[src/rtl/byte_packer_pkg.sv]
`default_nettype none
// ============================================================================
// Module  : byte_packer_pkg
// Brief   : Shared types and default sizing for the byte packer.
// Revision: 1.0
// ============================================================================
package byte_packer_pkg;

    localparam int DEFAULT_DATA_W = 8;
    localparam int DEFAULT_BEATS  = 4;

    typedef enum logic [0:0] {
        OUT_EMPTY = 1'b0,
        OUT_FULL  = 1'b1
    } out_state_t;

endpackage : byte_packer_pkg
`default_nettype wire

[src/rtl/byte_packer_out_reg.sv]
`default_nettype none
// ============================================================================
// Module  : byte_packer_out_reg
// Brief   : Registered output word with valid/ready handoff. Lane mask port
//           present only when BYTE_PACKER_FLUSH_EN is defined.
// Revision: 1.0
// ============================================================================
module byte_packer_out_reg
    import byte_packer_pkg::*;
#(
`ifdef BYTE_PACKER_FLUSH_EN
    parameter int LANES  = DEFAULT_BEATS,
`endif
    parameter int WORD_W = DEFAULT_DATA_W * DEFAULT_BEATS
) (
    input  logic              clk,
    input  logic              reset,
    input  logic              i_load,
    input  logic [WORD_W-1:0] i_load_data,
`ifdef BYTE_PACKER_FLUSH_EN
    input  logic [LANES-1:0]  i_load_keep,
    output logic [LANES-1:0]  o_keep,
`endif
    input  logic              i_handoff_ready,
    output logic              o_valid,
    output logic [WORD_W-1:0] o_data
);

    out_state_t        r_state;
    out_state_t        w_state_nxt;
    logic [WORD_W-1:0] r_data;

    always_ff @(posedge clk) begin
        if (reset) begin
            r_state <= OUT_EMPTY;
        end else begin
            r_state <= w_state_nxt;
        end
    end

    // A load in the handoff cycle replaces the word and keeps the state full.
    always_comb begin
        w_state_nxt = r_state;
        case (r_state)
            OUT_EMPTY: if (i_load) w_state_nxt = OUT_FULL;
            OUT_FULL:  if (i_handoff_ready && !i_load) w_state_nxt = OUT_EMPTY;
            default:   w_state_nxt = OUT_EMPTY;
        endcase
    end

    always_ff @(posedge clk) begin
        if (reset) begin
            r_data <= '0;
        end else if (i_load) begin
            r_data <= i_load_data;
        end
    end

`ifdef BYTE_PACKER_FLUSH_EN
    logic [LANES-1:0] r_keep;

    always_ff @(posedge clk) begin
        if (reset) begin
            r_keep <= '0;
        end else if (i_load) begin
            r_keep <= i_load_keep;
        end
    end

    assign o_keep = r_keep;
`endif

    assign o_valid = (r_state == OUT_FULL);
    assign o_data  = r_data;

endmodule : byte_packer_out_reg
`default_nettype wire

[src/rtl/byte_packer.sv]
`default_nettype none
// ============================================================================
// Module  : byte_packer
// Brief   : Packs BEATS narrow beats into one wide registered word, little-
//           endian lanes. BYTE_PACKER_FLUSH_EN adds i_last_i / e_keep_o.
// Revision: 1.0
// ============================================================================
module byte_packer
    import byte_packer_pkg::*;
#(
    parameter int DATA_W = DEFAULT_DATA_W,
    parameter int BEATS  = DEFAULT_BEATS
) (
    input  logic                    clk,
    input  logic                    reset,
    input  logic                    i_valid_i,
    input  logic [DATA_W-1:0]       i_data_i,
    output logic                    i_ready_o,
`ifdef BYTE_PACKER_FLUSH_EN
    input  logic                    i_last_i,
    output logic [BEATS-1:0]        e_keep_o,
`endif
    input  logic                    e_ready_i,
    output logic                    e_valid_o,
    output logic [BEATS*DATA_W-1:0] e_data_o
);

    localparam int                 WORD_W = BEATS * DATA_W;
    localparam int                 CNT_W  = $clog2(BEATS);
    localparam logic [CNT_W-1:0]   c_last = CNT_W'(BEATS - 1);

    logic [CNT_W-1:0]  r_cnt;
    logic [WORD_W-1:0] r_acc;
    logic [WORD_W-1:0] w_word;
    logic              w_final;
    logic              w_accept;
    logic              w_load;

`ifdef BYTE_PACKER_FLUSH_EN
    logic [BEATS-1:0]  w_keep;

    assign w_final = (r_cnt == c_last) | (i_valid_i & i_last_i);

    always_comb begin
        w_keep = '0;
        for (int k = 0; k < BEATS; k++) begin
            w_keep[k] = (CNT_W'(k) <= r_cnt);
        end
    end
`else
    assign w_final = (r_cnt == c_last);
`endif

    // Only a word-closing beat can stall; earlier lanes fill under backpressure.
    assign i_ready_o = !reset & (!w_final | !e_valid_o | e_ready_i);
    assign w_accept  = i_valid_i & i_ready_o;
    assign w_load    = w_accept & w_final;

    // Lanes above the fill point are still zero, so a short word is zero-padded.
    always_comb begin
        w_word = r_acc;
        for (int k = 0; k < BEATS; k++) begin
            if (r_cnt == CNT_W'(k)) begin
                w_word[k*DATA_W +: DATA_W] = i_data_i;
            end
        end
    end

    always_ff @(posedge clk) begin
        if (reset) begin
            r_cnt <= '0;
            r_acc <= '0;
        end else if (w_accept) begin
            if (w_final) begin
                r_cnt <= '0;
                r_acc <= '0;
            end else begin
                r_cnt <= r_cnt + CNT_W'(1);
                r_acc <= w_word;
            end
        end
    end

    byte_packer_out_reg #(
`ifdef BYTE_PACKER_FLUSH_EN
        .LANES           (BEATS),
`endif
        .WORD_W          (WORD_W)
    ) u_out_reg (
        .clk             (clk),
        .reset           (reset),
        .i_load          (w_load),
        .i_load_data     (w_word),
`ifdef BYTE_PACKER_FLUSH_EN
        .i_load_keep     (w_keep),
        .o_keep          (e_keep_o),
`endif
        .i_handoff_ready (e_ready_i),
        .o_valid         (e_valid_o),
        .o_data          (e_data_o)
    );

endmodule : byte_packer
`default_nettype wire
[config.mk]
export PLATFORM = sky130hd
export DESIGN_NAME = byte_packer
export DESIGN_NICKNAME = d
export VERILOG_FILES = /design/src/rtl/byte_packer_pkg.sv /design/src/rtl/byte_packer_out_reg.sv /design/src/rtl/byte_packer.sv
export SDC_FILE = /design/constraint.sdc
export NUM_CORES = 1
export LEC_CHECK = 0
export ABC_CLOCK_PERIOD_IN_PS = 1600
export BUFFER_PORTS_ARGS = -buffer_cell sky130_fd_sc_hd__buf_2
export CELL_PAD_IN_SITES_DETAIL_PLACEMENT = 1
export CELL_PAD_IN_SITES_GLOBAL_PLACEMENT = 1
export CORE_MARGIN = 5
export CORE_UTILIZATION = 24
export DETAILED_ROUTE_END_ITERATION = 10
export PLACE_DENSITY_LB_ADDON = 0.1
export SLEW_MARGIN = 15
export SYNTH_ARGS = -nofsm -noshare
export SYNTH_HDL_FRONTEND = slang
export SYNTH_SLANG_ARGS = --single-unit
[constraint.sdc]
create_clock -name clk -period 1.6 [get_ports clk]
set_input_delay 0.16 -clock clk [delete_from_list [all_inputs] [get_ports clk]]
set_output_delay 0.16 -clock clk [all_outputs]
set_load 0.1 [all_outputs]
==> impl_metrics.json <==
{
  "max_stage_delay_ns": 0.33,
  "final_standard_cell_area_without_fillers_um2": 3490,
  "post_synth_most_frequent_cells": "sky130_fd_sc_hd__dfxtp_1 (59), sky130_fd_sc_hd__o21ai_1 (32), sky130_fd_sc_hd__o211ai_2 (29)",
  "via_total_after_detailed_routing": 2047,
  "antenna-diode-count": 0,
  "grt_antenna_before_repair": 0,
  "clockBufferDepth": 2,
  "detailedRoute.firstPassIterationCount": 4,
  "maxCapViolations": 0,
  "grt.total_usage": 0.124,
  "finalSetupViolCount": 0,
  "synthesis.yosys.warnings": 0,
  "floorplan.initialDensity": 0.248,
  "ys_seq_area_frac": 0.434,
  "worst-setup-path-type": "register to output pin",
  "hold_class": "input pin to register",
  "timing.rr.start": "r_cnt[1]$_SDFFE_PP0P_",
  "p_total_mw": 4.18,
  "fin_nets": 305,
  "detail_route.drc_violations": 0,
  "cp.buffers_inverters": 2,
  "holdPathEnd": "u_out_reg.o_data[24]$_SDFFE_PP0P_",
  "synth_largest_area_cell": "sky130_fd_sc_hd__dfxtp_1",
  "rrSetupSlack_ns": 0.13,
  "grt_remaining_overflow": 0,
  "clock_latency_ns": 0.32,
  "tritoncts.num_buffers": 9,
  "htree_levels": 3,
  "place_inst": 417,
  "layout-drive-gt1-share": 0.415,
  "cts_tree": "built",
  "placement_rows": 38,
  "holdCritStartpoint": "i_data_i[0]",
  "placed_area_um2": 3120,
  "detail_route.wl_per_cell_um": 18.9,
  "rsz_0062_raised_after_global_routing": "false",
  "avgSynthCellArea_um2": 11.3,
  "timing_worst_slew_pin_value_ns": 0.493,
  "fp.dieArea_um2": 13600,
  "final.period_utilization": 0.950,
  "hpwlAfterDp_mm": 5.66,
  "core_region_area_um2": 11000,
  "timing.slew.headroom": 0.674,
  "synthesis.instances": 241,
  "synthToLayoutAreaGrowth_pct": 28.2,
  "run_status": "complete, no violations",
  "timing.fmax_mhz": 658,
  "clock_skew_ns": 0.00593,
  "startpoint_type": "register",
  "first_global_vias": 2182,
  "synthTopCellsByArea": "sky130_fd_sc_hd__dfxtp_1 (43%), sky130_fd_sc_hd__o211ai_2 (13%), sky130_fd_sc_hd__mux2i_1 (8.8%)",
  "async_flop_share": 0,
  "via_density_per_instance": 4.72,
  "synth_fp_nets": 257,
  "finalMaxSlewViolations": 0,
  "reg2reg_depth": 5,
  "netlist_cell_types": 27,
  "data_arrival_time_at_the_worst_slack_endpoint_ns": 1.36,
  "port-buffer-count": 45,
  "synthMostInstantiatedCell": "sky130_fd_sc_hd__dfxtp_1",
  "cpMaxStageDelayCell": "sky130_fd_sc_hd__dfxtp_2",
  "crit-reg2reg-capture": "r_acc[9]$_SDFFE_PP0P_",
  "power.density_cell_area_nw_per_um2": 1200,
  "synth.ff_latch_count": 59,
  "total_leakage_power_nw": 1.41,
  "detail_route.wirelength_mm": 8.18,
  "cts_root_buffer": "sky130_fd_sc_hd__clkbuf_16",
  "place.gp.congestion": 0.691,
  "crit_required_ns": 1.44,
  "starting_drt_drc_count": 91,
  "fin_cells": 434,
  "critical_path_peak_fanout": 4,
  "synth_area_um2": 2720,
  "antenna_left": 0,
  "power.ir.vdd_worst_mv": 0.500,
  "critical_path.cell_chain": "ha_1 -> buf_4 -> a21oi_4 -> buf_12",
  "tmin_final_ns": 1.52,
  "synth_largest_type_area_fraction": 0.434,
  "clock_sinks": 59,
  "clk_pin_slew_worst_paths_ns": 0.06,
  "top_level_ports": 46,
  "end_kind": "output pin",
  "finalHoldViolations": 0,
  "die_w_um": 116,
  "critical_path.top_delay_family": "buffers and inverters",
  "worst_hold_path.num_cells": 3,
  "dieHeight_um": 116,
  "largest_net_degree_at_the_start_of_global_routing": 33,
  "synth-main-ff-cell": "sky130_fd_sc_hd__dfxtp_1",
  "synth-edff-count": 0,
  "global_route_wire_length_before_repair_mm": 12.6
}
cell families (layout without fill, tap and decap cells):
family / Yosys count / after routing / synth area share
mux: 24 / 24 / 0.0883
compound gates: 98 / 98 / 0.317
flops: 59 / 59 / 0.434
buf+inv: 34 / 86 / 0.0888
fa+ha+maj: 4 / 4 / 0.0184
simple gates: 22 / 23 / 0.0534
metrics by stage:
stage / hold WS (ns) / setup TNS, ns / worst slack, ns / utilization
floorplan: 0.316 / -0.0203 / -0.0203 / -
global placement: 0.461 / 0 / 0.0353 / 0.284
detailed placement: 0.465 / 0 / 0.0178 / 0.284
CTS: 0.150 / 0 / 0.00484 / 0.315
global route: 0.178 / 0 / 0.0163 / 0.317
finish: 0.157 / 0 / 0.0799 / 0.317
cell usage in the layout, fill, tap and decap left out, drive strengths merged:
cell / instances
and2: 5
nand2: 1
o211ai: 32
a21oi: 5
clkbuf: 10
nand3b: 1
ha: 4
nand3: 3
nor2: 9
o21ai: 32
o21a: 3
a22o: 24
inv: 13
mux2i: 24
bufinv: 3
o31ai: 2
nor3b: 1
buf: 59
nand2b: 1
dfxtp: 59
nor2b: 1
clkinv: 1
nand4: 1
worst max-delay path by stage:
stage                                  from                                end  slack [ns]  depth (start not counted)
2_1_floorplan  u_out_reg.o_valid$_SDFF_PP0_                          i_ready_o       -0.02                          4
3_3_place_gp          r_cnt[0]$_SDFFE_PP0P_              r_acc[7]$_SDFFE_PP0P_        0.04                          5
3_5_place_dp          r_cnt[0]$_SDFFE_PP0P_  u_out_reg.o_data[10]$_SDFFE_PP0P_        0.02                          5
4_1_cts               r_cnt[0]$_SDFFE_PP0P_  u_out_reg.o_data[10]$_SDFFE_PP0P_       0.005                          5
5_1_grt               r_cnt[1]$_SDFFE_PP0P_              r_acc[8]$_SDFFE_PP0P_        0.02                          5
6_report              r_cnt[0]$_SDFFE_PP0P_                          i_ready_o        0.08                          4
sequential cells by signal, indices dropped and copies added, names as in the netlist:
register,count
u_out_reg.o_data,32
r_acc,24
r_cnt,2
u_out_reg.o_valid,1
power breakdown:
group | internal (mW) | switching [mW] | total (mW)
combinational | 0.144 | 0.251 | 0.395
clock | 1.57 | 0.707 | 2.27
sequential | 1.49 | 0.0154 | 1.51
area by class of cell:
cell class              instances  area (µm²)
flip-flops and latches         59        1190
clock inverters                 6         110
well taps                     140         175
clock buffers                  10         239
multi-input cells             149        1340
repair buffers                 59         395
fillers                      1202        7500
inverters                      11        41.3
worst reg2reg max path, delay by kind of cell, from the launching register on:
kind	cells	cell delay, ns
flops	1	0.35
compound gates	3	0.70
fa+ha+maj	1	0.26
buf+inv	1	0.10
routing by layer:
metal  global-route usage  vias to the layer above  routed length, µm
li1                     -                      992                  -
met1                0.161                     1009               3860
met2                0.208                       37               3950
met3               0.0275                        9                294
met4               0.0348                        0                 85
met5                    0                        -                  0
timing repair:
| item | in CTS | in global routing |
|---|---|---|
| hold buffers | 0 | 0 |
| hold endpoints to repair | 0 | 0 |
| setup endpoints to repair | 0 | 50 |
| setup buffers | 0 | 0 |
| resized for setup | 0 | 4 |
No activity file was read; power rests on OpenSTA's default activity.
